<file path="config.mk">
export PLATFORM = sky130hd
export DESIGN_NAME = main_branch_issue_arbiter
export DESIGN_NICKNAME = d
export VERILOG_FILES = /design/src/rtl/main_branch_issue_arbiter.sv
export SDC_FILE = /design/constraint.sdc
export NUM_CORES = 1
export LEC_CHECK = 0
export ABC_AREA = 1
export CORE_AREA = 3 3 177 179
export DETAILED_ROUTE_END_ITERATION = 6
export DIE_AREA = 0 0 180 182
export MAX_ROUTING_LAYER = met4
export PLACE_DENSITY = 0.59
export REMOVE_ABC_BUFFERS = 1
export SYNTH_ARGS = -nofsm -noshare
export SYNTH_HDL_FRONTEND = slang
export SYNTH_SLANG_ARGS = --single-unit
export TNS_END_PERCENT = 1
</file>
<file path="constraint.sdc">
create_clock -name clk -period 2.9 [get_ports clk]
set_clock_uncertainty 0.2 [all_clocks]
set_input_delay 0.435 -clock clk [delete_from_list [all_inputs] [get_ports clk]]
set_output_delay 0.435 -clock clk [all_outputs]
set_load 0.05 [all_outputs]
</file>
<file path="src/rtl/main_branch_issue_arbiter.sv">
// Two-requester round-robin front end for a shared multiply/shift/saturate pipeline:
// issue register, commit-id stamping, credit-based flow control and in-order retire checking.
`timescale 1ns/1ps

module main_branch_issue_arbiter #(
    parameter int data_width      = 16,
    parameter int max_outstanding = 4
) (
    input  logic                    clk,
    input  logic                    reset_n,
    input  logic                    enable,

    input  logic                    req0_valid,
    output logic                    req0_ready,
    input  logic [22:0]             req0_ctrl,
    input  logic [3*data_width-1:0] req0_args,
    input  logic [2*data_width-1:0] req0_acc,

    input  logic                    req1_valid,
    output logic                    req1_ready,
    input  logic [22:0]             req1_ctrl,
    input  logic [3*data_width-1:0] req1_args,
    input  logic [2*data_width-1:0] req1_acc,

    output logic                    iss_valid,
    input  logic                    iss_ready,
    output logic [22:0]             iss_ctrl,
    output logic [3*data_width-1:0] iss_args,
    output logic [2*data_width-1:0] iss_acc,
    output logic [8:0]              iss_commit_id,

    input  logic                    wb_valid,
    output logic                    wb_ready,
    input  logic [2*data_width-1:0] wb_result,
    input  logic [3:0]              wb_dest,
    input  logic                    wb_dest_acc,
    input  logic [8:0]              wb_commit_id,

    output logic                    rsp0_valid,
    input  logic                    rsp0_ready,
    output logic [2*data_width-1:0] rsp0_result,
    output logic [3:0]              rsp0_dest,
    output logic                    rsp0_dest_acc,

    output logic                    rsp1_valid,
    input  logic                    rsp1_ready,
    output logic [2*data_width-1:0] rsp1_result,
    output logic [3:0]              rsp1_dest,
    output logic                    rsp1_dest_acc,

    output logic [3:0]              outstanding,
    output logic                    idle,
    output logic                    err_order
);

    logic       wb_owner;
    logic       retire;
    logic       credit_ok;
    logic       load;
    logic       grant;
    logic       last_grant;
    logic       dec;
    logic [7:0] issue_seq;
    logic [7:0] retire_seq;

    // Writebacks go straight to the requester encoded in the commit id.
    assign wb_owner      = wb_commit_id[8];
    assign wb_ready      = enable & (wb_owner ? rsp1_ready : rsp0_ready);
    assign retire        = wb_valid & wb_ready;

    assign rsp0_valid    = wb_valid & ~wb_owner;
    assign rsp1_valid    = wb_valid & wb_owner;
    assign rsp0_result   = wb_result;
    assign rsp1_result   = wb_result;
    assign rsp0_dest     = wb_dest;
    assign rsp1_dest     = wb_dest;
    assign rsp0_dest_acc = wb_dest_acc;
    assign rsp1_dest_acc = wb_dest_acc;

    // A retire in the same cycle frees a slot, so a full counter can still accept.
    assign credit_ok  = (outstanding < 4'(max_outstanding)) | retire;
    assign load       = enable & (~iss_valid | iss_ready) & credit_ok & (req0_valid | req1_valid);
    assign grant      = (req0_valid & req1_valid) ? ~last_grant : req1_valid;
    assign req0_ready = load & ~grant;
    assign req1_ready = load & grant;

    // A stray writeback with nothing in flight is flagged, not counted.
    assign dec  = retire & (outstanding != 4'd0);
    assign idle = (outstanding == 4'd0);

    // NOTE: state registers use non-blocking assignments so every reader sees the pre-edge value.
    always_ff @(posedge clk or negedge reset_n) begin
        if (!reset_n) begin
            iss_valid     <= 1'b0;
            iss_ctrl      <= '0;
            iss_args      <= '0;
            iss_acc       <= '0;
            iss_commit_id <= '0;
            issue_seq     <= '0;
            retire_seq    <= '0;
            outstanding   <= '0;
            last_grant    <= 1'b1;
            err_order     <= 1'b0;
        end else if (enable) begin
            if (load) begin
                iss_ctrl      <= grant ? req1_ctrl : req0_ctrl;
                iss_args      <= grant ? req1_args : req0_args;
                iss_acc       <= grant ? req1_acc  : req0_acc;
                iss_commit_id <= {grant, issue_seq};
                issue_seq     <= issue_seq + 8'd1;
                last_grant    <= grant;
                iss_valid     <= 1'b1;
            end else if (iss_valid & iss_ready) begin
                iss_valid <= 1'b0;
            end

            case ({load, dec})
                2'b10:   outstanding <= outstanding + 4'd1;
                2'b01:   outstanding <= outstanding - 4'd1;
                default: outstanding <= outstanding;
            endcase

            if (retire) begin
                retire_seq <= retire_seq + 8'd1;
                if (wb_commit_id[7:0] != retire_seq)
                    err_order <= 1'b1;
            end
            if (wb_valid && outstanding == 4'd0)
                err_order <= 1'b1;
        end
    end

endmodule

</file>
==> results.md <==
- Synth cell types: 25
- Post-Synth Simple-Gate Area: 0.3690
- R2R Setup Slk: 0.56 ns
- Area contributors post-synth: dfrtp_1, nand2_1, buf_4
- Final number of setup-violating endpoints: 0
- Initial Util: 0.2521
- Std-Cell Rows: 63
- Total chip power: 0.01174 W
- Largest net degree at the start of global routing: 76
- Critical path buffers and inverters: 3
- Num CTS Buffers: 17
- Outcome: finished, final reports clean
- GRT Resource Usage Total: 0.1728
- Relative slew slack: 0.5923
- Family with the most delay on the worst path: buffers and inverters
- Critical-path top delay cell: clkdlybuf4s50_1
- Max rail drop VDD: 0.0003751 V
- Largest family of logic cells by synthesized area: simple AND/OR/NAND/NOR gates
- Wire per inst: 16.20 um
- Post-synthesis sequential area ratio: 0.4511
- Root Buffer: clkbuf_16
- Multi-input gate area: 3117 um2
- Critical path capture point type: output port
- H-Tree Depth: 4
- DIE WIDTH: 180 um
- Max-cap violations: 0
- # fillers: 3085
- Area grow syn2layout: 52.48%
- Avg Vias per Cell: 4.159
- Antenna diodes: 0
- Pleak: 5.732 nW
- Global-route wire length before repair: 42260 um
- Data arrival, critical path: 2.04 ns
- CTS Sinks: 135
- Initial drt markers: 346
- Post-CTS setup buffer count: 0
- Critical path startpoint category: flop
- Required time of the critical path: 2.27 ns
- Vias in the first global route: 7095
- Post-route DRC: 0
- Post-route clock period utilization: 0.9219
- Post-route setup slack: 0.2265 ns
- Clock transition at the registers of the reported paths: 0.06 ns
- Synth Area in XOR/XNOR: 0.01988
- Util after Layout: 0.3844
- Start-to-end type of the worst setup path: flop to output port
- DRT antenna net count: 0
- Min-delay worst type: flop to flop
- Ys Warns: 0
- Crit path largest cell delay: 0.81 ns
- Detailed Route WL: 28040 um
- GRT Residual Overflow: 0
- Placeable Area: 29720 um2
- Number of I/O pins: 459
- Post-Synth Adder-Cell Area: 0.008351
- Peak Freq: 0.3740 GHz
- Die height: 182 um
- Mapped cell area: 7491 um2
- Final HPWL DP: 21350 um
- Pwr/cell area: 1028 nW/um2
- RSZ-0062 raised after global routing: false
- Crit Path Max Fanout: 4
- #FFs+latches synth: 135
- Least-Margin Pin Slew: 0.6096 ns
- Clock latency on the worst-skew pair: 0.41 ns
- Slew Limit Fails: 0
- Area share of the largest cell type after synthesis: 0.4476
- DIE AREA: 32760 um2
- Initial antenna violation count: 0
- Mux cell area share after synthesis: 0
- Nets: 1594
- Compound-cell area share of the yosys netlist: 0.01720
- Cts repair resizes: 0
- Buffers on Ports: 347
- Pre-antenna DRT Iters: 4
- Synth Instances: 1065
- Mapped Avg Cell Area: 7.034 um2
- Reg area: 3379 um2
- Hold-fix buffers, CTS: 1
- Vias: 7199
- CTS tree: built
- Share of cells above drive strength 1: 0.04847
- Area leader, netlist: dfrtp_1
- Clock buffer depth: 2
- Minimum clock period: 2.674 ns
- Placer congestion estimate: 0.7925
- Placement Setup Slack: 0.1019 ns
- Final Hold Fails: 0
- Worst path cell trace: inv_1 > nand4_1 > inv_1 > clkdlybuf4s50_1
- Top cell by count, worst path: inv_1
## worst paths after layout
check	startpoint	end	depth (start not counted)
setup / recovery	outstanding[2]	idle	4
hold / removal	last_grant	last_grant	2
setup reg to reg	outstanding[1]	outstanding[2]	12
hold reg to reg	last_grant	last_grant	2
max in group asynchronous	reset_n	iss_ctrl[5]	3
min in group asynchronous	reset_n	iss_commit_id[5]	2
## sequential cells by signal, indices dropped and copies added, names as in the netlist
| signal | cells |
|---|---|
| outstanding | 4 |
| issue_seq | 8 |
| err_order | 1 |
| iss_acc | 32 |
| iss_args | 48 |
| iss_valid | 1 |
| retire_seq | 8 |
| last_grant | 1 |
| iss_commit_id | 9 |
| iss_ctrl | 23 |
## cell families (layout without fill, tap and decap cells)
logic type                 count (synthesis)  after routing
adders and majority gates                  5              5
xor gates and xnor gates                  17             17
and+or+nand+nor                          725            725
buffers and inverters                    160            436
DFF                                      135            135
AOI/OAI and AO/OA                         23             23
## power breakdown
part | total, W | leakage [nW] | internal [W] | switching, W
combinational | 0.00638 | 3.75 | 0.00213 | 0.00425
sequential | 0.00319 | 1.70 | 0.00270 | 0.000495
clock | 0.00217 | 0.283 | 0.00125 | 0.000918
## layout make-up
cell class                      count  share of cell area
Clock buffer                       19             0.03965
Clock inverter                     13             0.01183
Inverter                           37             0.01249
Multi-Input combinational cell    770              0.2729
Sequential cell                   135              0.2959
Tap cell                          390             0.04272
Timing Repair Buffer              367              0.3246
## placed cells by master (no fill, tap or decap), drive strengths merged
master / n
dlygate4sd3: 1
nand2: 685
xnor2: 7
clkdlybuf4s50: 343
dfrtp: 134
inv: 41
clkinv: 6
o211ai: 1
buf: 23
o21bai: 1
a21oi: 2
bufinv: 1
a211oi: 1
or2: 4
xor2: 10
nor3: 2
clkbuf: 19
a31oi: 1
nand4: 6
nor2: 18
dfstp: 1
clkinvlp: 2
nand3: 10
o21ai: 17
ha: 5
## worst min-delay path, delay by kind of cell, from the launching register on
kind	cells	cell delay, ns
and+or+nand+nor	2	0.10
DFF	1	0.37
## synthesized netlist by cell type
cell type,instances
a211oi_1,1
a21oi_1,2
a31oi_1,1
buf_2,19
buf_4,84
buf_6,9
clkbuf_1,11
clkinv_1,1
dfrtp_1,134
dfstp_2,1
ha_1,5
inv_1,34
inv_2,2
nand2_1,684
nand2_2,1
nand3_1,10
nand4_1,6
nor2_1,18
nor3_1,2
o211ai_2,1
o21ai_0,17
o21bai_1,1
or2_2,4
xnor2_1,7
xor2_1,10
## stage by stage
| step | hold slack [ns] | cell area (um2) | std cells | TNS [ns] |
|---|---|---|---|---|
| floorplan | -0.06059 | 6623 | 942 | -120.64 |
| global placement | 0.2606 | 10820 | 1698 | 0 |
| detailed placement | 0.2570 | 10820 | 1698 | 0 |
| CTS | 0.2749 | 11420 | 1731 | 0 |
| global route | 0.2897 | 11420 | 1731 | 0 |
| finish | 0.2703 | 11420 | 1731 | 0 |
## metal layers
| metal | vias up | routed length, um | GRT usage |
|---|---|---|---|
| met1 | 3230 | 12270 | 0.2074 |
| met5 | - | 0 | - |
| met2 | 306 | 11800 | 0.2456 |
| li1 | 3647 | - | - |
| met3 | 16 | 3628 | 0.1066 |
| met4 | 0 | 345 | 0.04022 |
Note: power is estimated with default switching activity, not from simulation.
